===== src/rtl/fetch_pc_ctrl.sv =====
// fetch_pc_ctrl
// Owns the fetch PC and issues instruction-fetch requests to the I-side memory
// port, with at most one fetch outstanding. Redirects are taken in fixed priority
// (trap, then mem-stage resolve, then decode-stage predicted jump). A redirect
// that arrives while a fetch is in flight kills the stale response. Delivered
// instructions go to the IF stage as registered (pc, inst) pairs.
//
// Ports:
//   clock, reset       core clock, asynchronous active-low reset
//   trap_en/trap_pc    trap redirect request and target (highest priority)
//   mem_pc_en/mem_pc   mem-stage mispredict redirect and target
//   dec_pc_en/dec_pc   decode-stage predicted-jump redirect and target
//   stall              IF stage cannot accept an instruction; no new requests
//   req_valid/req_pc   fetch request and address (req_ready: memory accepts)
//   resp_valid/inst    fetch response, always accepted
//   if_valid/pc/inst   registered one-cycle delivery to IF
//   busy               fetch outstanding or stale response pending
module fetch_pc_ctrl #(
  parameter int              XLEN         = 64,
  parameter logic [XLEN-1:0] RESET_VECTOR = XLEN'(64'h0000_0000_6000_0000)
) (
  input  logic            clock,
  input  logic            reset,
  input  logic            trap_en,
  input  logic [XLEN-1:0] trap_pc,
  input  logic            mem_pc_en,
  input  logic [XLEN-1:0] mem_pc,
  input  logic            dec_pc_en,
  input  logic [XLEN-1:0] dec_pc,
  input  logic            stall,
  output logic            req_valid,
  output logic [XLEN-1:0] req_pc,
  input  logic            req_ready,
  input  logic            resp_valid,
  input  logic [31:0]     resp_inst,
  output logic            if_valid,
  output logic [XLEN-1:0] if_pc,
  output logic [31:0]     if_inst,
  output logic            busy
);

  typedef enum logic [1:0] {
    ST_BOOT  = 2'd0,
    ST_RUN   = 2'd1,
    ST_WAIT  = 2'd2,
    ST_FLUSH = 2'd3
  } state_e;

  state_e            state_r;
  state_e            state_nxt_s;
  logic [XLEN-1:0]   pc_r;
  logic [XLEN-1:0]   pc_nxt_s;
  logic [XLEN-1:0]   inflight_pc_r;
  logic [XLEN-1:0]   inflight_nxt_s;
  logic              redir_s;
  logic [XLEN-1:0]   sel_pc_s;
  logic              req_valid_s;
  logic              deliver_s;
  logic              busy_r;
  logic              if_valid_r;
  logic [XLEN-1:0]   if_pc_r;
  logic [31:0]       if_inst_r;

  // Fixed-priority redirect select: trap > mem-stage > decode-stage.
  always_comb begin
    redir_s = trap_en | mem_pc_en | dec_pc_en;
    if (trap_en) begin
      sel_pc_s = trap_pc;
    end else if (mem_pc_en) begin
      sel_pc_s = mem_pc;
    end else begin
      sel_pc_s = dec_pc;
    end
  end

  // Next-state, next-PC, request and delivery decode.
  always_comb begin
    state_nxt_s    = state_r;
    pc_nxt_s       = pc_r;
    inflight_nxt_s = inflight_pc_r;
    req_valid_s    = 1'b0;
    deliver_s      = 1'b0;
    case (state_r)
      // Redirects during the boot cycle are deliberately ignored.
      ST_BOOT: state_nxt_s = ST_RUN;
      ST_RUN: begin
        // A redirect withdraws any request in the same cycle.
        req_valid_s = !stall && !redir_s;
        if (redir_s) begin
          pc_nxt_s = sel_pc_s;
        end else if (req_valid_s && req_ready) begin
          inflight_nxt_s = pc_r;
          pc_nxt_s       = pc_r + XLEN'(3'd4);
          state_nxt_s    = ST_WAIT;
        end else begin
          state_nxt_s = ST_RUN;
        end
      end
      ST_WAIT: begin
        if (redir_s) begin
          pc_nxt_s = sel_pc_s;
          // A response coinciding with the redirect is stale: drop it now,
          // otherwise wait in FLUSH for it to arrive.
          if (resp_valid) begin
            state_nxt_s = ST_RUN;
          end else begin
            state_nxt_s = ST_FLUSH;
          end
        end else if (resp_valid) begin
          deliver_s   = 1'b1;
          state_nxt_s = ST_RUN;
        end else begin
          state_nxt_s = ST_WAIT;
        end
      end
      ST_FLUSH: begin
        if (redir_s) begin
          pc_nxt_s = sel_pc_s;
        end else begin
          pc_nxt_s = pc_r;
        end
        if (resp_valid) begin
          state_nxt_s = ST_RUN;
        end else begin
          state_nxt_s = ST_FLUSH;
        end
      end
      default: state_nxt_s = ST_BOOT;
    endcase
  end

  // State, fetch PC and in-flight PC registers.
  always_ff @(posedge clock or negedge reset) begin
    if (!reset) begin
      state_r       <= ST_BOOT;
      pc_r          <= RESET_VECTOR;
      inflight_pc_r <= '0;
      busy_r        <= 1'b0;
    end else begin
      state_r       <= state_nxt_s;
      pc_r          <= pc_nxt_s;
      inflight_pc_r <= inflight_nxt_s;
      busy_r        <= (state_nxt_s == ST_WAIT) || (state_nxt_s == ST_FLUSH);
    end
  end

  // Registered delivery to IF; pc/inst hold their last delivered value.
  always_ff @(posedge clock or negedge reset) begin
    if (!reset) begin
      if_valid_r <= 1'b0;
      if_pc_r    <= '0;
      if_inst_r  <= 32'd0;
    end else begin
      if_valid_r <= deliver_s;
      if (deliver_s) begin
        if_pc_r   <= inflight_pc_r;
        if_inst_r <= resp_inst;
      end else begin
        if_pc_r   <= if_pc_r;
        if_inst_r <= if_inst_r;
      end
    end
  end

  assign req_valid = req_valid_s;
  assign req_pc    = pc_r;
  assign if_valid  = if_valid_r;
  assign if_pc     = if_pc_r;
  assign if_inst   = if_inst_r;
  assign busy      = busy_r;

endmodule


===== config.mk =====
export PLATFORM = sky130hd
export DESIGN_NAME = fetch_pc_ctrl
export DESIGN_NICKNAME = d
export VERILOG_FILES = /design/src/rtl/fetch_pc_ctrl.sv
export SDC_FILE = /design/constraint.sdc
export NUM_CORES = 1
export LEC_CHECK = 0
export BUFFER_PORTS_ARGS = -buffer_cell sky130_fd_sc_hd__buf_4
export CORE_AREA = 3 3 156 158
export CTS_CLUSTER_SIZE = 40
export DETAILED_ROUTE_END_ITERATION = 10
export DIE_AREA = 0 0 159 161
export PLACE_DENSITY = 0.79
export SLEW_MARGIN = 25
export SYNTH_ARGS = -nofsm -noshare
export SYNTH_HDL_FRONTEND = slang
export SYNTH_SLANG_ARGS = --single-unit

===== constraint.sdc =====
create_clock -name clock -period 2.78 [get_ports clock]
set_input_delay 0.139 -clock clock [delete_from_list [all_inputs] [get_ports clock]]
set_output_delay 0.139 -clock clock [all_outputs]
set_load 0.05 [all_outputs]

==> summary.md, run 1 <==
| Metric | Value |
|---|---|
| RSZ-0062 raised after global routing | no |
| Flop and latch count out of synthesis | 228 |
| Crit-path max FO | 6 |
| Vias per inst | 5.69 |
| Final Hold Violating Endpoints | 0 |
| Final Cycle Share | 0.887 |
| Die Area | 0.0256 mm2 |
| Syn_area_per_cell | 9.77 um2 |
| Lkg Pwr | 7.95 nW |
| Hold WC Path Type | in -> reg |
| Mapped Cells | 1,174 |
| Sequential power share | 0.431 |
| F_max | 0.406 GHz |
| DRC viols | 0 |
| Total GRT Usage | 0.292 |
| Max VDD drop | 0.342 mV |
| CTS tree | done |
| GRT overflow | 0 |
| Status | completed |
| Initial core utilization | 0.493 |
| Setup TNS | 0 ns |
| CTS buffer count | 25 |
| Root buffer cell | clkbuf_16 |
| CTS max path bufs | 3 |
| Final GP Congestion | 0.891 |
| Synth area leaders | dfrtp_1, mux2_2, nand2_1 |
| P_sw | 3.06 mW |
| Gate power share | 0.219 |
| Sequential area share after synthesis | 0.497 |
| I/O pin count | just under 400 |
| Drt total wl | 38.7 mm |
| H-tree levels | 1 |
| Vias post-DR | 10,900 |
| First-pass GRT wire length | roughly 60 mm |
| DP Cell Count | 1,831 |
| Worst Setup End Kind | register |
| Final setup viols | 0 |
| Worst Path Required | 3.22 ns |
| Row count | between 50 and 60 |
| Critical Path AT | just under 3 ns |
| Detailed Route Iter0 Violations | approximately 1,100 |
| Core area | 0.0233 mm2 |
| Clock Skews | between 0.01 and 0.015 ns |
| Worst setup path class | reg -> reg |
| Slew Limit Fails | 0 |
| Syn nets | 1,407 |
| Warnings from Yosys | 0 |
| Final Critical Period | 2.47 ns |
| Synth async-reset ratio | 1.00 |
| Layout cells sized above 1 | 0.384 |
| Clock power frac | 0.349 |
| HPWL after DPL | ~27 mm |
| Chip height | 161 um |
| Number of nets with antenna violations after routing | 0 |
| Number of nets in the layout | 1,809 |
| Post-synthesis cell type count | 59 |
| Area leader, netlist | dfrtp_1 |
| CP Launch Type | register |
| Worst Tran Pin Value | 0.711 ns |
| Post-CTS Setup Bufs | 0 |
| Largest net degree at the start of global routing | approximately 110 |
| Cell Area, Synth | 0.0115 mm2 |
| Post-synth EDFFs | 0 |
| P_int | between 6 and 7 mW |
| Slew margin rel. | 0.526 |
| Most common cell after layout, fill and taps aside | buf_4 |
| Clock-pin slew on the worst setup and hold paths | around 0.07 ns |
| Synth top area share | 0.493 |
| Max_cap viols | 0 |
| Wirelength per Cell | 20.2 um |
| Layout area overhead | 39.5% |
| TritonRoute pass-1 iters | 5 |
| Vias in the first global route | between 10,000 and 15,000 |
| # diodes | 0 |
| Switching part of the total | 0.320 |
| Initial antenna violation count | 0 |
| Pwr dens | around 600 mW/mm2 |
| Synth Flop Type | dfrtp_1 |
| Die Wd | around 160 um |
| Clock sinks | about 230 |
| Finished Layout Cells | 1,911 |
| Port bufs | 394 |
| Most frequent cells in the layout | buf_4, nand2_1, dfrtp_1 |
| Worst-Skew Late Latency | 0.52 ns |
-- state kept, by name, summed over array words and instances (netlist names) --
name,flops
busy,1
if_inst,32
if_pc,64
if_valid,1
inflight_pc_r,64
req_pc,64
state_r,2
-- synthesized netlist by cell type (2+ instances only) --
master / number
nand2_1: 268
dfrtp_1: 226
mux2_2: 130
a21oi_1: 68
mux2i_1: 56
nor2_1: 56
o21ai_0: 56
clkbuf_1: 47
nand3_1: 42
buf_2: 28
nand4_1: 22
o22ai_1: 20
and3_1: 17
nor3_1: 17
a2bb2oi_1: 12
o22a_1: 9
a211oi_1: 8
a22oi_1: 8
buf_1: 7
or3_1: 7
o211ai_1: 6
inv_1: 5
a31oi_1: 4
and4_1: 3
nand2b_1: 3
nor3b_1: 3
o221ai_1: 3
o31ai_1: 3
or2_2: 3
a311oi_1: 2
and2_1: 2
dfstp_2: 2
nor4_2: 2
o311a_1: 2
o311ai_0: 2
or4_1: 2
-- power by group through the flow --
stage	sequential (mW)	clock, mW	combinational [mW]
2_1_floorplan	4.53	0	0.739
3_3_place_gp	4.15	0	2.01
3_5_place_dp	4.17	0	2.05
4_1_cts	4.12	3.40	2.11
5_1_grt	4.18	3.53	2.25
6_report	4.13	3.35	2.10
-- repair_timing --
action / 4_1_cts / 5_1_grt
endpoints found under the hold margin: 124 / 0
hold buffers: 37 / 0
resized for setup: 0 / 0
-- kinds of logic (layout without fill, tap and decap cells) --
kind of cell    after synthesis  count (layout)  synth area share
buf+inv                      89             507            0.0326
simple gates                454             454             0.176
fa+ha+maj                     1               1           0.00109
mux                         186             186             0.176
flops                       228             228             0.497
compound gates              216             216             0.117
-- worst max-delay path: stages (launching register included) --
cell and delay [ns]:
dfrtp_1 0.44, ha_1 0.24, and3_1 0.18, nand3_1 0.21
nor4_2 0.71, nand4_1 0.22, a21oi_1 0.21, a2bb2oi_1 0.17
-- per-stage QoR --
stage               total power [mW]   util  worst slack (ns)  cell area, um2  hold WS [ns]
finish                          9.58  0.688             0.315           16000        0.0122
CTS                             9.62  0.688             0.392           16000       0.00924
global route                    9.97  0.688             0.155           16000        0.0251
floorplan                       5.27      -             0.165           11500        -0.157
global placement                6.16  0.637             0.456           14800         0.212
detailed placement              6.23  0.637             0.429           14800         0.208
-- layout make-up --
type / count / area, um2
inverters: 5 / 18.8
repair buffers: 459 / 3620
fillers: 1843 / 7260
multi-input cells: 857 / 5440
well taps: 319 / 399
clock buffers: 31 / 668
flip-flops and latches: 228 / 5710
clock inverters: 12 / 149
-- final timing paths --
kind | slack (ns) | startpoint | depth (start not counted) | end
max | 0.31 | req_pc[3] | 7 | req_pc[46]
min | 0.01 | trap_pc[40] | 3 | req_pc[40]
max reg2reg | 0.31 | req_pc[3] | 7 | req_pc[46]
min reg2reg | 0.47 | inflight_pc_r[8] | 2 | inflight_pc_r[8]
max in group asynchronous | 1.68 | reset | 3 | req_pc[30]
min in group asynchronous | 0.22 | reset | 2 | inflight_pc_r[57]
-- layer usage --
layer	part of all wire	wire length, um	vias up	global-route usage
met5	0	0	-	0
met4	0.032	1230	0	0.0935
met3	0.079	3060	83	0.0533
met2	0.50	19300	503	0.509
met1	0.39	15100	5332	0.371
li1	-	-	4957	-
(Power assumes the default switching activity.)
==> inputs of run 2 (changes only) <==
--- a/config.mk
+++ b/config.mk
@@ -5,12 +5,13 @@
 export SDC_FILE = /design/constraint.sdc
 export NUM_CORES = 1
 export LEC_CHECK = 0
+export ABC_AREA = 1
 export BUFFER_PORTS_ARGS = -buffer_cell sky130_fd_sc_hd__buf_4
-export CORE_AREA = 3 3 156 158
+export CORE_AREA = 3 3 160 162
 export CTS_CLUSTER_SIZE = 40
 export DETAILED_ROUTE_END_ITERATION = 10
-export DIE_AREA = 0 0 159 161
-export PLACE_DENSITY = 0.79
+export DIE_AREA = 0 0 163 165
+export PLACE_DENSITY = 0.78
 export SLEW_MARGIN = 25
 export SYNTH_ARGS = -nofsm -noshare
 export SYNTH_HDL_FRONTEND = slang
==> summary.md, run 2 <==
| Metric | Value |
|---|---|
| Multi-input gate area | 0.00570 mm2 (+4.8%) |
| Critical Path AT | 2.89 ns (about the same) |
| CP top delay family | simple AND/OR/NAND/NOR gates |
| Lkg Pwr | 8.56 nW (+7.7%) |
| Clock sinks | 228 (unchanged) |
| Most Crowded Layer GR | met2 |
| Largest family of logic cells by synthesized area | simple AND/OR/NAND/NOR gates |
| CP Launch Type | register |
| GRT overflow | 0 (unchanged) |
| DRC viols | 0 (unchanged) |
| Final Cycle Share | 0.889 (+0.00191) |
| Reg2Reg Launch Point | req_pc[3] |
| Warnings from Yosys | 0 (unchanged) |
| Final GP Congestion | 0.983 (+10%) |
| Final setup viols | 0 (unchanged) |
| Vias in the first global route | 13,100 (+19%) |
| Clock-pin slew on the worst setup and hold paths | 0.07 ns (about the same) |
| First-pass GRT wire length | 75.7 mm (+25%) |
| Initial antenna violation count | 0 (unchanged) |
| GR Layer Usage met1 | 0.497 (+0.126) |
| GRT met2 Usage | 0.608 (+0.0988) |
| Worst Tran Pin Value | 0.899 ns (+0.189 ns) |
| Final instance area | 0.0166 mm2 (+3.5%) |
| Clock Skews | 0.0204 ns (+0.00948 ns) |
| Vias per inst | 5.60 (-1.6%) |
| Hold Crit Start | trap_pc[62] |
| Reg2reg end | req_pc[30] |
| Seq. cell area | 0.00571 mm2 (unchanged) |
| Vias post-DR | 13,700 (+26%) |
| Final Hold Violating Endpoints | 0 (unchanged) |
| Setup TNS | 0 ns (unchanged) |
| Most common cell after layout, fill and taps aside | nand2_1 |
| Total GRT Usage | 0.367 (+0.0749) |
| DP Cell Count | 2,364 (+29%) |
| Most frequent cells in the layout | nand2_1, buf_4, dfrtp_1 |
| Hold Buf Count CTS | 36 (-2.7%) |
| Pwr dens | 581 mW/mm2 (-2.9%) |
| Setup slack after layout | 0.309 ns (-0.00531 ns) |
| Finished Layout Cells | 2,444 (+28%) |
| Compound-gate portion of the synthesized area | 0.130 (+0.0137) |
| Initial core utilization | 0.500 (+0.00714) |
| CTS max path bufs | 3 (unchanged) |
| Final core occ | 0.683 (-0.00480) |
| CP peak stage delay | 0.52 ns (-0.19 ns) |
| M3 GR Usage | 0.0630 (+0.00961) |
| Top post-synthesis cells by count | nand2_1, dfrtp_1, nor2_1 |
| F_max | 0.405 GHz (-0.21%) |
| Slew margin rel. | 0.401 (-0.126) |
| Wirelength per Cell | 21.0 um (+3.7%) |
| Flop and latch count out of synthesis | 228 (unchanged) |
| Area leader, netlist | dfrtp_1 |
| Synth async-reset ratio | 1.00 (unchanged) |
| Layout cells sized above 1 | 0.227 (-0.158) |
| Mux contribution to synthesized area | 0 (-0.176) |
| Die Wd | 163 um (+2.5%) |
| Chip height | 165 um (+2.5%) |
| Hold Crit Depth | 5 (+2) |
| Sequential area share after synthesis | 0.470 (-0.0270) |
| Mapped Cells | 1,704 (+45%) |
| HPWL after DPL | 38.1 mm (+39%) |
| Worst setup path class | reg -> reg |
| Port bufs | 394 (unchanged) |
| Synth top area share | 0.466 (-0.0268) |
| Row count | 57 (+1.8%) |
| Root buffer cell | clkbuf_16 |
| Final Critical Period | 2.47 ns (+0.00531 ns) |
| Synth area leaders | dfrtp_1, nand2_1, nor2_1 |
| RSZ-0062 raised after global routing | no |
| H-tree levels | 1 (unchanged) |
| Synth Area in Simple Gates | 0.320 (+0.145) |
| Drt total wl | 51.3 mm (+33%) |
| Crit-path cells | ha_1, nand2_1, nor2_2, inv_1, nor2_1, nand2_1, xor2_1, o21ai_0, o21ai_0 |
| Xor and xnor area share after synthesis | 0.0166 (+0.0166) |
| TritonRoute pass-1 iters | 7 (+2) |
| Die Area | 0.0269 mm2 (+5.1%) |
| Cts repair resizes | 0 (unchanged) |
| Buf/Inv on CP | 1 (+1) |
| Post-synthesis cell type count | 35 (-41%) |
| Max VDD drop | 0.390 mV (+14%) |
| Largest net degree at the start of global routing | 103 (-2.8%) |
| Status | completed |
| Synth Area in Adders | 0.00103 (-0.0000593) |
| I/O pin count | 395 (unchanged) |
| Syn nets | 1,937 (+38%) |
| # diodes | 0 (unchanged) |
| Dpl ws | 0.345 ns (-0.0839 ns) |
| Synth Flop Type | dfrtp_1 |
| Worst Setup End Kind | register |
| Reg2Reg Depth | 9 (+2) |
| Worst-Skew Late Latency | 0.52 ns (about the same) |
| Worst Path Required | 3.20 ns (-0.02 ns) |
| Max_cap viols | 0 (unchanged) |
| Cell Area, Synth | 0.0121 mm2 (+5.7%) |
| Number of nets in the layout | 2,336 (+29%) |
| Number of nets with antenna violations after routing | 0 (unchanged) |
| Layout area overhead | 36.5% |
| Slew Limit Fails | 0 (unchanged) |
| Detailed Route Iter0 Violations | 1,611 (+50%) |
| R2R setup slack | 0.31 ns (about the same) |
| Post-CTS Setup Bufs | 0 (unchanged) |
| Most frequent cell after synthesis | nand2_1 |
| Syn_area_per_cell | 7.12 um2 (-27%) |
| Placed instance area | 0.0154 mm2 (+4.0%) |
| Crit-path max FO | 6 (unchanged) |
| CTS tree | done |
| Fillcell total | 2,000 (+8.5%) |
| CTS buffer count | 25 (unchanged) |
| Hold WC Path Type | in -> reg |
| Slowest-stage cell, CP | dfrtp_1 |
| Post-synth EDFFs | 0 (unchanged) |
| Min-Delay Endpoint | req_pc[62] |
| Core area | 0.0242 mm2 (+4.2%) |
## run 2: stage by stage
stage	total power, mW	hold slack [ns]
after floorplan	5.23	-0.157
after global placement	6.25	0.250
after detailed placement	6.28	0.246
after CTS	9.57	0.00361
after global routing	9.99	0.0356
final	9.63	0.00412
## run 2: report_power, final
part           internal [mW]  total [mW]  switching, mW
logic                  0.771        2.25           1.48
clock network           1.92        3.30           1.37
registers               3.69        4.08          0.388
## run 2: cell type report
class                      count  area share
clock buffer                  34      0.0416
clock inverter                10     0.00665
inverter                      96      0.0218
multi-input combinational   1293       0.344
sequential                   228       0.345
tap                          324      0.0245
timing repair buffer         459       0.217
## run 2: worst register-to-register path: cells and delay by family (launching register included)
kind / cells / cell delay (ns)
XOR/XNOR: 1 / 0.20
adder cells (fa/ha/maj): 1 / 0.29
AO/OA/AOI/OAI: 2 / 0.26
flip-flops: 1 / 0.52
buffers and inverters: 1 / 0.11
AND/OR/NAND/NOR: 4 / 0.99
## run 2: layer usage
layer | vias to the layer above | wire, um | part of all wire
li1 | 6271 | - | -
met3 | 91 | 4660 | 0.091
met2 | 744 | 24200 | 0.47
met1 | 6583 | 20900 | 0.41
met4 | 0 | 1630 | 0.032
met5 | - | 0 | 0
## run 2: cells by family after synthesis
| kind of cell | after synthesis |
|---|---|
| and+or+nand+nor | 976 |
| DFF | 228 |
| AOI/OAI and AO/OA | 293 |
| buffers and inverters | 183 |
| xor gates and xnor gates | 23 |
| adders and majority gates | 1 |
## run 2: worst max path at each step
stage               depth (start not counted)         end  slack (ns)       from
floorplan                                  10  req_pc[42]        0.61  req_pc[2]
global placement                            9  req_pc[30]        0.41  req_pc[3]
detailed placement                          9  req_pc[30]        0.35  req_pc[3]
CTS                                        12  req_pc[62]        0.33  req_pc[3]
global route                               12  req_pc[62]        0.03  req_pc[3]
finish                                      9  req_pc[30]        0.31  req_pc[3]
==> inputs of run 3 (changes only) <==
--- a/config.mk
+++ b/config.mk
@@ -8,6 +8,7 @@
 export ABC_AREA = 1
 export BUFFER_PORTS_ARGS = -buffer_cell sky130_fd_sc_hd__buf_4
 export CORE_AREA = 3 3 160 162
+export CTS_BUF_LIST = sky130_fd_sc_hd__clkbuf_8
 export CTS_CLUSTER_SIZE = 40
 export DETAILED_ROUTE_END_ITERATION = 10
 export DIE_AREA = 0 0 163 165
==> constraint.sdc (replaced) <==
create_clock -name clock -period 2.78 [get_ports clock]
set_input_delay 0.278 -clock clock [delete_from_list [all_inputs] [get_ports clock]]
set_output_delay 0.278 -clock clock [all_outputs]
set_load 0.05 [all_outputs]
==> summary.md, run 3 (synthesized netlist as in run 2, its figures left out) <==
| Metric | Value |
|---|---|
| Detailed Route Iter0 Violations | 1,461 (-9.3%) |
| Max VDD drop | 0.378 mV (-3.0%) |
| CTS buffer count | 38 (+52%) |
| Worst Setup End Kind | register |
| Crit-path cells | ha_1, nand2_1, nor2_2, inv_1, nor2_1, nand2_1, inv_1, nand2_1, nand2_1, nand3_1, nand2_1, nand2_1 |
| Post-CTS Setup Bufs | 0 (unchanged) |
| TritonRoute pass-1 iters | 6 (-1) |
| Hold WC Path Type | in -> reg |
| DRC viols | 0 (unchanged) |
| Hold Buf Count CTS | 35 (-2.8%) |
| Final Critical Period | 2.51 ns (+0.0369 ns) |
| Slew margin rel. | 0.435 (+0.0346) |
| Pwr dens | 564 mW/mm2 (-3.0%) |
| Root buffer cell | clkbuf_8 |
| Wirelength per Cell | 20.4 um (-2.6%) |
| Final Hold Violating Endpoints | 0 (unchanged) |
| Status | completed |
| # diodes | 0 (unchanged) |
| Final Cycle Share | 0.902 (+0.0133) |
| CP Launch Type | register |
| Final setup viols | 0 (unchanged) |
| WHS | 0.130 ns (+0.126 ns) |
| CTS max path bufs | 3 (unchanged) |
| Most common cell after layout, fill and taps aside | nand2_1 |
| RSZ-0062 raised after global routing | no |
| CP Launch Point | req_pc[3] |
| Gate power share | 0.239 (+0.005) |
| Worst Path Required | 3.20 ns (about the same) |
| Reg2reg end | req_pc[62] |
| Worst Tran Pin Value | 0.847 ns (-0.0518 ns) |
| Crit-path max FO | 6 (unchanged) |
| P_int | 6.06 mW (-5.2%) |
| Crit-path most repeated cell | nand2_1 |
| Layout area overhead | 35.8% |
| Drt total wl | 50.3 mm (-2.1%) |
| Vias post-DR | 13,600 (-0.34%) |
| Vias per inst | 5.55 (-0.90%) |
| Critical Path AT | 2.92 ns (+0.03 ns) |
| P_sw | 3.23 mW (-0.22%) |
| Max_cap viols | 0 (unchanged) |
| F_max | 0.399 GHz (-1.5%) |
| Die Area | 0.0269 mm2 (unchanged) |
| Reg2Reg Launch Point | req_pc[3] |
| Number of nets in the layout | 2,339 (+0.13%) |
| Clock-pin slew on the worst setup and hold paths | 0.06 ns (about the same) |
| Reg2Reg Depth | 12 (+3) |
| HPWL after DPL | 37.4 mm (-2.0%) |
| CTS tree | done |
| Worst-Skew Late Latency | 0.55 ns (+0.03 ns) |
| Fillcell total | 2,037 (+1.8%) |
| Most frequent cells in the layout | nand2_1, buf_4, dfrtp_1 |
| Cts repair resizes | 0 (unchanged) |
| Switching part of the total | 0.348 (+0.0114) |
| Final GP Congestion | 1.02 (+3.3%) |
| Slowest-stage cell, CP | dfrtp_1 |
| Clock Skews | 0.0254 ns (+0.00500 ns) |
| Slew Limit Fails | 0 (unchanged) |
| Largest net degree at the start of global routing | 92 (-11%) |
| R2R setup slack | 0.27 ns (-0.04 ns) |
| Chip height | 165 um (unchanged) |
| CP peak stage delay | 0.57 ns (+0.05 ns) |
| Clock power frac | 0.320 (-0.022) |
| Initial antenna violation count | 2 (+2) |
| Vias in the first global route | 13,100 (-0.26%) |
| Clock sinks | 228 (unchanged) |
| Sequential power share | 0.441 (+0.017) |
| Layout cells sized above 1 | 0.229 (+0.00179) |
| Initial core utilization | 0.500 (unchanged) |
| First-pass GRT wire length | 73.8 mm (-2.6%) |
| GRT overflow | 0 (unchanged) |
| H-tree levels | 2 (+1) |
| Port bufs | 394 (unchanged) |
| I/O pin count | 395 (unchanged) |
| Worst setup path class | reg -> reg |
| Worst setup path endpoint | req_pc[62] |
| Number of nets with antenna violations after routing | 0 (unchanged) |
| Die Wd | 163 um (unchanged) |
| Setup TNS | 0 ns (unchanged) |
| Total GRT Usage | 0.360 (-0.00711) |
| Core area | 0.0242 mm2 (unchanged) |
| Lkg Pwr | 8.57 nW (+0.14%) |
| Row count | 57 (unchanged) |
==> run 3: changes by cell type in the layout (fill, tap and decap cells not counted) <==
cell           before  now
clkbuf_8            3   46
clkbuf_16          25    0
inv_1              91  105
buf_4             418  407
clkbuf_1            6    0
buf_12              4    6
inv_6               2    0
bufinv_16           2    1
clkinv_2            5    4
clkinvlp_4          1    2
dlygate4sd3_1      36   35
inv_8               0    1
==> run 3: worst min path at each step <==
stage / end / startpoint / cells after the start
after detailed placement: if_inst[10] / reset / 1
after CTS: req_pc[60] / trap_pc[60] / 5
after global routing: req_pc[62] / trap_pc[62] / 5
after global placement: if_inst[16] / reset / 1
final: req_pc[60] / trap_pc[60] / 5
after floorplan: busy / reset / 0
==> run 3: layout make-up <==
type	instances	area, um2	area share
Clock buffer	46	633	0.0384
Clock inverter	22	129	0.00782
Inverter	96	360	0.0219
Multi-Input combinational cell	1293	5700	0.346
Sequential cell	228	5710	0.346
Tap cell	324	405	0.0246
Timing Repair Buffer	449	3540	0.215
==> run 3: power groups by stage <==
stage | registers, mW | logic [mW] | clock network, mW
floorplan | 4.46 | 0.774 | 0
global placement | 4.13 | 2.11 | 0
detailed placement | 4.14 | 2.15 | 0
CTS | 4.08 | 2.20 | 3.01
global route | 4.13 | 2.39 | 3.16
finish | 4.10 | 2.22 | 2.97
==> run 3: critical path: cells and delay by family (launching register included) <==
kind	cells	cell delay, ns
simple gates	9	1.26
flops	1	0.57
fa+ha+maj	1	0.31
buf+inv	2	0.23
==> run 3: stage by stage <==
| step | area, um2 | cells | power (mW) | worst slack, ns | utilization |
|---|---|---|---|---|---|
| floorplan | 12100 | 1704 | 5.23 | 0.609 | - |
| global placement | 15400 | 2355 | 6.24 | 0.294 | 0.634 |
| global route | 16500 | 2458 | 9.68 | 0.0605 | 0.679 |
| finish | 16500 | 2458 | 9.29 | 0.272 | 0.679 |
| detailed placement | 15400 | 2355 | 6.28 | 0.304 | 0.634 |
| CTS | 16500 | 2458 | 9.29 | 0.278 | 0.679 |
==> run 3: layer usage <==
| layer | part of all wire | global-route usage | vias up |
|---|---|---|---|
| met1 | 0.40 | 0.475 | 6462 |
| met4 | 0.037 | 0.131 | 4 |
| met2 | 0.47 | 0.593 | 759 |
| met3 | 0.088 | 0.0710 | 118 |
| met5 | 0.00050 | 0 | - |
| li1 | - | - | 6300 |
